==> src/rtl/axi_lite_pkg.sv <==
// Shared definitions for the AXI4-Lite control slave: response codes, register map,
// bit positions and the per-channel FSM state types.
package axi_lite_pkg;

   typedef enum logic [1:0] {
      OKAY   = 2'b00,
      SLVERR = 2'b10
   } resp_t;

   typedef enum logic {
      W_IDLE,
      W_RESP
   } wstate_t;

   typedef enum logic {
      R_IDLE,
      R_DATA
   } rstate_t;

   localparam logic [1:0] REG_CTRL    = 2'd0;
   localparam logic [1:0] REG_STATUS  = 2'd1;
   localparam logic [1:0] REG_BOOT    = 2'd2;
   localparam logic [1:0] REG_SCRATCH = 2'd3;

   localparam int CTRL_START_BIT    = 0;
   localparam int CTRL_CORE_RST_BIT = 1;
   localparam int STATUS_BUSY_BIT   = 0;
   localparam int STATUS_DONE_BIT   = 1;

   function automatic logic [31:0] strb_merge(input logic [31:0] old_val,
                                              input logic [31:0] new_val,
                                              input logic [3:0]  strb);
      logic [31:0] merged;
      merged = old_val;
      for (int i = 0; i < 4; i++) begin
         if (strb[i]) merged[i*8 +: 8] = new_val[i*8 +: 8];
      end
      return merged;
   endfunction

endpackage

==> src/rtl/axi_lite_ctrl_regs.sv <==
// Control/status register bank: byte-strobe merge on commit, start pulse generation,
// sticky done flag with write-one-to-clear, and the combinational read mux.
module axi_lite_ctrl_regs
   import axi_lite_pkg::*;
#(
   parameter logic [31:0] BOOT_RESET = 32'h0000_0000
) (
   input  logic        clk,
   input  logic        reset,
   input  logic        wr_en,
   input  logic [1:0]  wr_idx,
   input  logic [31:0] wr_data,
   input  logic [3:0]  wr_strb,
   input  logic [1:0]  rd_idx,
   output logic [31:0] rd_data,
   input  logic        busy_i,
   input  logic        done_i,
   output logic        start_o,
   output logic        core_rst_o,
   output logic [31:0] boot_addr_o
);

   logic        start_q;
   logic        core_rst_q;
   logic        done_q;
   logic [31:0] boot_q;
   logic [31:0] scratch_q;

   logic wr_ctrl;
   logic wr_status;
   logic wr_boot;
   logic wr_scratch;

   assign wr_ctrl    = wr_en && (wr_idx == REG_CTRL);
   assign wr_status  = wr_en && (wr_idx == REG_STATUS);
   assign wr_boot    = wr_en && (wr_idx == REG_BOOT);
   assign wr_scratch = wr_en && (wr_idx == REG_SCRATCH);

   always_ff @(posedge clk or posedge reset) begin
      if (reset) begin
         start_q    <= 1'b0;
         core_rst_q <= 1'b0;
         done_q     <= 1'b0;
         boot_q     <= BOOT_RESET;
         scratch_q  <= 32'h0;
      end else begin
         // start is a pulse only; it is never stored as register state
         start_q <= wr_ctrl && wr_strb[0] && wr_data[CTRL_START_BIT];
         if (wr_ctrl && wr_strb[0]) core_rst_q <= wr_data[CTRL_CORE_RST_BIT];
         if (wr_boot)    boot_q    <= strb_merge(boot_q, wr_data, wr_strb);
         if (wr_scratch) scratch_q <= strb_merge(scratch_q, wr_data, wr_strb);
         // a new done event beats a simultaneous clear so no completion is lost
         if (done_i)
            done_q <= 1'b1;
         else if (wr_status && wr_strb[0] && wr_data[STATUS_DONE_BIT])
            done_q <= 1'b0;
      end
   end

   always_comb begin
      rd_data = 32'h0;
      case (rd_idx)
         REG_CTRL:    rd_data[CTRL_CORE_RST_BIT] = core_rst_q;
         REG_STATUS: begin
            rd_data[STATUS_BUSY_BIT] = busy_i;
            rd_data[STATUS_DONE_BIT] = done_q;
         end
         REG_BOOT:    rd_data = boot_q;
         REG_SCRATCH: rd_data = scratch_q;
         default:     rd_data = 32'h0;
      endcase
   end

   assign start_o     = start_q;
   assign core_rst_o  = core_rst_q;
   assign boot_addr_o = boot_q;

endmodule

==> src/rtl/axi_lite_ctrl_slave.sv <==
// AXI4-Lite slave front end for the core control registers: independent AW/W holding
// latches, write and read channel FSMs, registered READY outputs.
module axi_lite_ctrl_slave
   import axi_lite_pkg::*;
#(
   parameter int          AXI_DATA_WIDTH = 32,
   parameter int          AXI_ADDR_WIDTH = 4,
   parameter logic [31:0] BOOT_RESET     = 32'h0000_0000
) (
   input  logic                          clk,
   input  logic                          reset,
   input  logic [AXI_ADDR_WIDTH-1:0]     AWADDR,
   input  logic [2:0]                    AWPROT,
   input  logic                          AWVALID,
   output logic                          AWREADY,
   input  logic [AXI_DATA_WIDTH-1:0]     WDATA,
   input  logic [AXI_DATA_WIDTH/8-1:0]   WSTRB,
   input  logic                          WVALID,
   output logic                          WREADY,
   output logic [1:0]                    BRESP,
   output logic                          BVALID,
   input  logic                          BREADY,
   input  logic [AXI_ADDR_WIDTH-1:0]     ARADDR,
   input  logic [2:0]                    ARPROT,
   input  logic                          ARVALID,
   output logic                          ARREADY,
   output logic [AXI_DATA_WIDTH-1:0]     RDATA,
   output logic [1:0]                    RRESP,
   output logic                          RVALID,
   input  logic                          RREADY,
   output logic                          start_o,
   output logic                          core_rst_o,
   output logic [31:0]                   boot_addr_o,
   input  logic                          busy_i,
   input  logic                          done_i
);

   if (AXI_DATA_WIDTH != 32) begin : g_bad_data_width
      $error("axi_lite_ctrl_slave: AXI_DATA_WIDTH must be 32");
   end
   if (AXI_ADDR_WIDTH < 4) begin : g_bad_addr_width
      $error("axi_lite_ctrl_slave: AXI_ADDR_WIDTH must be at least 4");
   end

   wstate_t w_state, w_state_n;
   rstate_t r_state, r_state_n;

   logic        aw_held, aw_held_n;
   logic        w_held, w_held_n;
   logic        awready_q, wready_q, arready_q;
   logic [1:0]  aw_idx_q;
   logic [31:0] w_data_q;
   logic [3:0]  w_strb_q;
   logic [31:0] rdata_q;

   logic        aw_hs, w_hs, ar_hs;
   logic        commit;
   logic [1:0]  wr_idx;
   logic [31:0] wr_data;
   logic [3:0]  wr_strb;
   logic [31:0] rd_data;
   logic        unused_bits;

   assign aw_hs = AWVALID && awready_q;
   assign w_hs  = WVALID && wready_q;
   assign ar_hs = ARVALID && arready_q;

   // A beat arriving this cycle is used directly so the commit needs no extra cycle
   assign wr_idx  = aw_held ? aw_idx_q : AWADDR[3:2];
   assign wr_data = w_held  ? w_data_q : WDATA;
   assign wr_strb = w_held  ? w_strb_q : WSTRB;

   always_comb begin
      w_state_n = w_state;
      aw_held_n = aw_held;
      w_held_n  = w_held;
      commit    = 1'b0;
      case (w_state)
         W_IDLE: begin
            aw_held_n = aw_held || aw_hs;
            w_held_n  = w_held || w_hs;
            if (aw_held_n && w_held_n) begin
               commit    = 1'b1;
               aw_held_n = 1'b0;
               w_held_n  = 1'b0;
               w_state_n = W_RESP;
            end
         end
         W_RESP: if (BREADY) w_state_n = W_IDLE;
         default: w_state_n = W_IDLE;
      endcase
   end

   always_ff @(posedge clk or posedge reset) begin
      if (reset) begin
         w_state   <= W_IDLE;
         aw_held   <= 1'b0;
         w_held    <= 1'b0;
         awready_q <= 1'b0;
         wready_q  <= 1'b0;
      end else begin
         w_state   <= w_state_n;
         aw_held   <= aw_held_n;
         w_held    <= w_held_n;
         awready_q <= !aw_held_n && (w_state_n == W_IDLE);
         wready_q  <= !w_held_n && (w_state_n == W_IDLE);
      end
   end

   always_ff @(posedge clk) begin
      if (aw_hs) aw_idx_q <= AWADDR[3:2];
      if (w_hs) begin
         w_data_q <= WDATA;
         w_strb_q <= WSTRB;
      end
   end

   always_comb begin
      r_state_n = r_state;
      case (r_state)
         R_IDLE:  if (ar_hs) r_state_n = R_DATA;
         R_DATA:  if (RREADY) r_state_n = R_IDLE;
         default: r_state_n = R_IDLE;
      endcase
   end

   // Read data is captured from the pre-commit register values on the AR edge
   always_ff @(posedge clk or posedge reset) begin
      if (reset) begin
         r_state   <= R_IDLE;
         arready_q <= 1'b0;
         rdata_q   <= 32'h0;
      end else begin
         r_state   <= r_state_n;
         arready_q <= (r_state_n == R_IDLE);
         if (ar_hs) rdata_q <= rd_data;
      end
   end

   axi_lite_ctrl_regs #(
      .BOOT_RESET(BOOT_RESET)
   ) u_regs (
      .clk        (clk),
      .reset      (reset),
      .wr_en      (commit),
      .wr_idx     (wr_idx),
      .wr_data    (wr_data),
      .wr_strb    (wr_strb),
      .rd_idx     (ARADDR[3:2]),
      .rd_data    (rd_data),
      .busy_i     (busy_i),
      .done_i     (done_i),
      .start_o    (start_o),
      .core_rst_o (core_rst_o),
      .boot_addr_o(boot_addr_o)
   );

   assign AWREADY = awready_q;
   assign WREADY  = wready_q;
   assign ARREADY = arready_q;
   assign BVALID  = (w_state == W_RESP);
   assign BRESP   = OKAY;
   assign RVALID  = (r_state == R_DATA);
   assign RRESP   = OKAY;
   assign RDATA   = rdata_q;

   assign unused_bits = ^{AWADDR, ARADDR, AWPROT, ARPROT};

endmodule

==> config.mk <==
export PLATFORM = sky130hd
export DESIGN_NAME = axi_lite_ctrl_slave
export DESIGN_NICKNAME = d
export VERILOG_FILES = /design/src/rtl/axi_lite_pkg.sv /design/src/rtl/axi_lite_ctrl_regs.sv /design/src/rtl/axi_lite_ctrl_slave.sv
export SDC_FILE = /design/constraint.sdc
export NUM_CORES = 1
export LEC_CHECK = 0
export CAP_MARGIN = 5
export CORE_ASPECT_RATIO = 0.8
export CORE_MARGIN = 2
export CORE_UTILIZATION = 46
export CTS_BUF_LIST = sky130_fd_sc_hd__clkbuf_8
export CTS_CLUSTER_DIAMETER = 80
export DETAILED_ROUTE_END_ITERATION = 10
export GPL_ROUTABILITY_DRIVEN = 0
export PLACE_DENSITY = 0.74
export SYNTH_ARGS = -nofsm -noshare
export SYNTH_HDL_FRONTEND = slang
export SYNTH_SLANG_ARGS = --single-unit
==> constraint.sdc <==
create_clock -name clk -period 4.1 [get_ports clk]
set_input_delay 1.025 -clock clk [delete_from_list [all_inputs] [get_ports clk]]
set_output_delay 1.025 -clock clk [all_outputs]
set_load 0.1 [all_outputs]
## Word level (Yosys, flattened, before mapping)

Index checks and enable logic that the tools add are counted.

- Logic and storage cells: 80
- Output and inout bits: 75
- Register bits after elaboration: 144

- Multiplexer cells: 19
- Eq/ne operators: 6
- Reduce and logical (&&, ||, !) cells: 29
- Bitwise gates (word level): 4

Operators by type and width:

| operator | number |
|---|---|
| $pmux W30 S2 | 1 |
| $mux W32 | 1 |
| $reduce_and A2 Y1 | 8 |
| $logic_and A1 B1 Y1 | 14 |
| $mux W1 | 11 |
| $eq A2 B2 Y1 const B | 4 |
| $eq A2 B1 Y1 const B | 2 |
| $logic_not A2 Y1 | 2 |
| $mux W4 | 1 |
| $not A1 Y1 | 4 |
| $pmux W1 S2 | 2 |
| $pmux W1 S4 | 1 |
| $pmux W1 S3 | 1 |
| $logic_not A1 Y1 | 2 |
| $logic_or A1 B1 Y1 | 2 |
| $mux W2 | 1 |
| $reduce_bool A2 Y1 | 1 |

## Longest topological paths before layout

Gate-level depths: netlist (run 1).

- Word-level depth: 10
- Mapped depth: 5
- Gate-level depth less buffers: 4

## Cells and area by module

From an unflattened synthesis (run 1), not the netlist that was laid out.

- Cells, all modules: 397
- Area, all modules: 6511.2 um^2

By module, submodules not included:

| module | sequential area each (um^2) | instances | area each (um^2) | cells each |
|---|---|---|---|---|
| axi_lite_ctrl_slave | 2117.0 | 1 | 3269.4 | 177 |
| axi_lite_ctrl_regs | 1676.6 | 1 | 3241.9 | 220 |

## Worst setup path after synthesis (run 1)

OpenSTA, ideal clock, no wires.

- Path type: reg2reg
- Start: register wready_q, in the netlist WREADY
- End: register w_held
- Stages on the path, launching flop included: 4
- Path slack: 1.697 ns
- Data arrival time: 2.337 ns
- Data required time: 4.034 ns
- Period minus slack after synthesis: 2.403 ns
- Buffers on the path: 0
- Cells stage by stage: dfrtp_1 and2_1 nor2b_1 o22a_1

- Cells in the longest elaborated chain, start to end: 5

Ends and longest elaborated chain:

| what | line | source |
|---|---|---|
| from (decl) | axi_lite_ctrl_slave.sv:50 | `logic awready_q, wready_q, arready_q;` |
| from (signal assigned) | axi_lite_ctrl_slave.sv:106 | `wready_q <= !w_held_n && (w_state_n == W_IDLE);` |
| $logic_and A1 B1 Y1 (*) | axi_lite_ctrl_slave.sv:65 | `assign w_hs = WVALID && wready_q;` |
| named net w_hs | axi_lite_ctrl_slave.sv:56 | `logic aw_hs, w_hs, ar_hs;` |
| $logic_or A1 B1 Y1 (*) | axi_lite_ctrl_slave.sv:81 | `w_held_n = w_held \|\| w_hs;` |
| $logic_and A1 B1 Y1 | axi_lite_ctrl_slave.sv:82 | `if (aw_held_n && w_held_n) begin` |
| $mux W1 (*) | axi_lite_ctrl_slave.sv:82 |  |
| $mux W1 (*) | axi_lite_ctrl_slave.sv:78 | `case (w_state)` |
| named net w_held_n | axi_lite_ctrl_slave.sv:49 | `logic w_held, w_held_n;` |
| to (signal assigned) | axi_lite_ctrl_slave.sv:104 | `w_held <= w_held_n;` |
| to (decl) | axi_lite_ctrl_slave.sv:49 |  |

Mark *: on every way through the listed nets, which the timed path passes. The rest lies on a longest branch.
A chain may end at the register's enable or synchronous reset.

## Worst setup path after layout (run 1)

- Start: register w_state, in the netlist BVALID
- End: output BVALID

RTL lines:

| what | line | source |
|---|---|---|
| from (decl) | axi_lite_ctrl_slave.sv:45 | `wstate_t w_state, w_state_n;` |
| from (signal assigned) | axi_lite_ctrl_slave.sv:102 | `w_state <= w_state_n;` |
| to (decl) | axi_lite_ctrl_slave.sv:21 | `output logic BVALID,` |

No word-level cell between the ends.

==> impl_metrics.ini, run 1 <==
[cts]
clockBufferDepth = 2
cts_buffers = 17
ctsHoldBuffers = 0
cts.htree.levels = 4
path_clk_slew_ns = 0.08
tritoncts = built
cts.repair.resized = 0
root_buffer = clkbuf_8
cts_setup_buffers = 0
clock-sinks = 144
clock_latency_ns = 0.44

[sta]
setup_viol = 0
grt_setup_unrepaired = false
fmax_ghz = 0.307
finalHoldViolCount = 0
setup_tns_ns = 0
tightest_slew_ns = 1.03
maxSlewViolCount = 0
fin_crit_sh_pct = 79.6
finalClockSkew_ns = 0.0151
relSlewSlack_pct = 31.1
finalCriticalPeriod_ns = 3.26

[drt]
avgViaCountPerCell = 5.14
drc = 0
ant_nets = 0
routed-via-count = 3693
dr.pass1.iters = 4
wl_per_cell_um = 18.2
wl_um = 13100
drt-initial-drc-count = 179

[synth]
synthCells = 402
synth.area.top_cells = dfrtp_1 45%, edfxtp_1 19%, mux2_2 18%, mux2i_1 6.2%, o21ai_0 2.6%
ys_warn_count = 0
ys_seq_area_share_pct = 64.0
synth_largest_area_cell = dfrtp_1
synth_area_um2 = 5930
ys_ff_latch = 144
syn_area_per_cell_um2 = 14.8
synth_top_area_share_pct = 44.7
yosysUniqueCellTypes = 30

[finish]
syn_to_final_growth_pct = 29.8
final_common_cell = clkdlybuf4s50_1
final_cell_mix = 118 x clkdlybuf4s50_1, 105 x dfrtp_1, 95 x mux2_2
diodes = 0
drive_gt1_share_pct = 27.8
final_cells = 719
fillerInstances = 1030
final_net_count = 590

[critical_path]
path_max_fanout = 9
worstSetupStartpointType = flip-flop
critPathMaxStageDelay_ns = 1.21
cp_top_family = buffers and inverters
cp.required_ns = 3.07
cp.buffers_inverters = 1
crit_slowest_cell = clkdlybuf4s50_1
endpoint_kind = output pin
worstPathCellList = clkdlybuf4s50_1
arrival_ns = 2.24
critPathKind = flip-flop to output pin

[die]
fp.dieH_um = 106
initial_utilization_pct = 46.6
rows = 37
core_um2 = 12700
fp.dieW_um = 131
die_area_um2 = 13800
io_pins = 134

[place]
port_buffers = 119
numPlacedInstances = 687
place_hpwl_um = 8660

[grt]
grt_pass1_wl_um = 20700
grt_max_degree = 84
grt_usage_pct = 20.2
antenna_found_initial = 0
grt_pass1_vias = 3990
grt-ovfl-total = 0

[run_status]
run_status = completed

[run]
maxCapViolations = 0

[min_path]
hold_path.class = flip-flop to flip-flop
## area by class of cell
class / instances / area, um2 / area share (%)
timing repair buffer: 126 / 1240 / 16.1
clock inverter: 15 / 159 / 2.06
tap: 175 / 219 / 2.84
multi-input combinational: 240 / 2040 / 26.6
inverter: 2 / 10.0 / 0.130
clock buffer: 17 / 234 / 3.04
sequential: 144 / 3790 / 49.3
## Yosys cell counts
master    number
mux2i_1       37
nor4b_4        1
mux4_2         1
dfrtp_1      106
mux2_2        95
mux2_1         4
nor2_1         5
nand2_1       34
and4_2         1
a21oi_1        3
and2_1         2
buf_8          1
nor4_4         1
a21o_1         1
or2_2          1
nand3_1        1
buf_1          5
nor2b_1        4
nor3_1         3
buf_2          1
inv_1          2
o21ai_0       31
buf_4          4
clkbuf_1       8
edfxtp_1      38
nand2_2        8
conb_1         1
o22a_2         1
nand4b_1       1
o22a_1         1
## layer usage
layer	up-vias	track usage [%]	share of wire, %
met5	-	0	0
met4	0	5.55	0.95
met3	12	5.58	4.0
met2	87	33.6	51
met1	1900	25.9	45
li1	1694	-	-
## sequential cells by signal, summed over array words and instances (netlist names), 2 cells and up
name,flops
w_strb_q,4
w_data_q,32
RDATA,32
u_regs.boot_addr_o,32
u_regs.scratch_q,32
aw_idx_q,2
## stage by stage
step                      instance area, um2  util, %  setup WS [ns]  hold WS (ns)
after CTS                               7700     60.5          0.799         0.489
after detailed placement                7310     57.4          0.914         0.470
after global routing                    7700     60.5          0.734         0.517
final                                   7700     60.5          0.838         0.480
after floorplan                         5940        -          0.286         0.444
after global placement                  7310     57.4          0.982         0.463
## path summary, 6_finish.rpt
kind                            startpoint                      to  slack, ns  depth (start not counted)
min in group asynchronous            reset               RDATA[17]       1.19                          2
worst max register to register     aw_held  u_regs.boot_addr_o[11]       1.84                          4
worst min register to register   RDATA[26]               RDATA[26]       0.48                          2
worst max-delay path                BVALID                  BVALID       0.84                          1
max in group asynchronous            reset   u_regs.boot_addr_o[0]       2.09                          3
worst min-delay path             RDATA[26]               RDATA[26]       0.48                          2
## cell families after synthesis
kind of cell | count (synthesis) | synth area share, %
flip-flops | 144 | 64.0
other | 1 | 0.0632
buffers and inverters | 21 | 1.79
AND/OR/NAND/NOR | 62 | 5.46
multiplexers | 137 | 25.4
AO/OA/AOI/OAI | 37 | 3.31
Power of run 1 is left out: the tool's default activity adds up to more than one toggle a clock period on the data nets, which glitch-free logic cannot reach.
==> run 2, diff against run 1 <==
==> constraint.sdc (replaced) <==
create_clock -name clk -period 3.3 [get_ports clk]
set_input_delay 0.825 -clock clk [delete_from_list [all_inputs] [get_ports clk]]
set_output_delay 0.825 -clock clk [all_outputs]
set_load 0.1 [all_outputs]
==> run 2 against run 1 <==
Compared with the run above: final cell count grew 0.14%; cell area shrank 1.9%; die area is the same; clock-buffer cell count grew 1; highest routed layer unchanged.
==> impl_metrics.ini, run 2 (same netlist as run 1, synthesis figures left out) <==
[drt]
wl_per_cell_um = 18.0
dr.pass1.iters = 4
avgViaCountPerCell = 5.20
drc = 0
routed-via-count = 3746
drt-initial-drc-count = 162
wl_um = 13000
ant_nets = 0

[grt]
antenna_found_initial = 0
use_met1_pct = 28.4
grt-ovfl-total = 0
use_met2_pct = 31.1
grt_pass1_vias = 3856
grt.busiest_layer = met2
use_met3_pct = 4.31
grt_max_degree = 45
grt_pass1_wl_um = 20800
grt_usage_pct = 20.2

[critical_path]
crit_slowest_cell = nor4b_4
rr_worst_depth = 4
worstPathCellList = clkdlybuf4s50_1, mux2i_1, nor4b_4, nand2_2, mux2_1
worstSetupStartpointType = primary input
critPathMaxStageDelay_ns = 0.53
r2r-start = w_held
path_max_fanout = 8
worstReg2RegEnd = u_regs.boot_addr_o[15]
crit_end = u_regs.boot_addr_o[15]
endpoint_kind = flip-flop
cp.buffers_inverters = 1
rrSetupSlack_ns = 0.94
critPathKind = primary input to flip-flop
arrival_ns = 2.82
cp_top_family = simple AND/OR/NAND/NOR gates
path_depth = 5
cp.required_ns = 3.61
worstSetupStartpoint = AWADDR[2]

[die]
die_area_um2 = 13800
initial_utilization_pct = 46.6
fp.dieW_um = 131
core_um2 = 12700
rows = 37
io_pins = 134
fp.dieH_um = 106

[cts]
cts_setup_buffers = 0
clock_latency_ns = 0.44
clock-sinks = 144
cts.htree.levels = 4
ctsHoldBuffers = 0
cts_buffers = 17
clockBufferDepth = 2
root_buffer = clkbuf_8
path_clk_slew_ns = 0.08
cts.repair.resized = 0
tritoncts = built

[place]
place_hpwl_um = 8980
port_buffers = 119

[sta]
grt_setup_unrepaired = false
setup_tns_ns = 0
finalCriticalPeriod_ns = 2.51
fin_crit_sh_pct = 76.0
finalClockSkew_ns = 0.00926
relSlewSlack_pct = 48.8
setup_viol = 0
maxSlewViolCount = 0
fmax_ghz = 0.399
finalHoldViolCount = 0
tightest_slew_ns = 0.766

[finish]
final_cell_mix = 105 x dfrtp_1, 95 x mux2_2, 77 x buf_4
diodes = 0
drive_gt1_share_pct = 40.7
final_net_count = 591
syn_to_final_growth_pct = 27.3
final_common_cell = dfrtp_1

[run]
maxCapViolations = 0

[run_status]
run_status = completed

[min_path]
hold_path.class = flip-flop to flip-flop
run 2: cell count changes in the layout (fill, tap and decap cells not counted), sizes merged:
| cell | delta |
|---|---|
| clkbuf | +1 |
| clkdlybuf4s50 | -71 |
| clkinvlp | +4 |
| clkinv | -3 |
| inv | -2 |
| buf | +72 |
run 2: worst register-to-register path: stages (launching register included):
cell     delay (ns)
dfrtp_2        0.78
a21oi_1        0.28
nor4b_4        0.52
nand2_2        0.28
mux2_1         0.38
run 2: stage by stage:
step	std cells	worst slack, ns	hold WS [ns]	util [%]	instance area (um2)
after global routing	720	0.698	0.512	59.3	7550
final	720	0.794	0.488	59.3	7550
after CTS	720	0.794	0.491	59.3	7550
after floorplan	405	0.897	0.444	-	5950
after detailed placement	688	0.312	0.472	56.3	7160
after global placement	688	0.386	0.465	56.3	7160
run 2: routing by layer:
| metal | routed length (um) | up-vias |
|---|---|---|
| met4 | 190 | 0 |
| met2 | 6260 | 96 |
| li1 | - | 1704 |
| met5 | 0 | - |
| met3 | 470 | 16 |
| met1 | 6040 | 1930 |
run 2: how the worst min path moves through the flow:
| stage | start | to | cells past startpoint |
|---|---|---|---|
| floorplan | u_regs.done_q | u_regs.done_q | 1 |
| global placement | RDATA[6] | RDATA[6] | 2 |
| detailed placement | RDATA[6] | RDATA[6] | 2 |
| CTS | RDATA[6] | RDATA[6] | 2 |
| global route | RDATA[14] | RDATA[14] | 2 |
| finish | RDATA[6] | RDATA[6] | 2 |
run 2: layout make-up:
class | instances | area, um2
Multi-Input combinational cell | 240 | 2040
Timing Repair Buffer | 127 | 1090
Clock buffer | 18 | 248
Tap cell | 175 | 219
Clock inverter | 14 | 141
Fill cell | 1011 | 5180
Inverter | 2 | 11.3
Sequential cell | 144 | 3790
Power of run 2 is left out for the same reason.
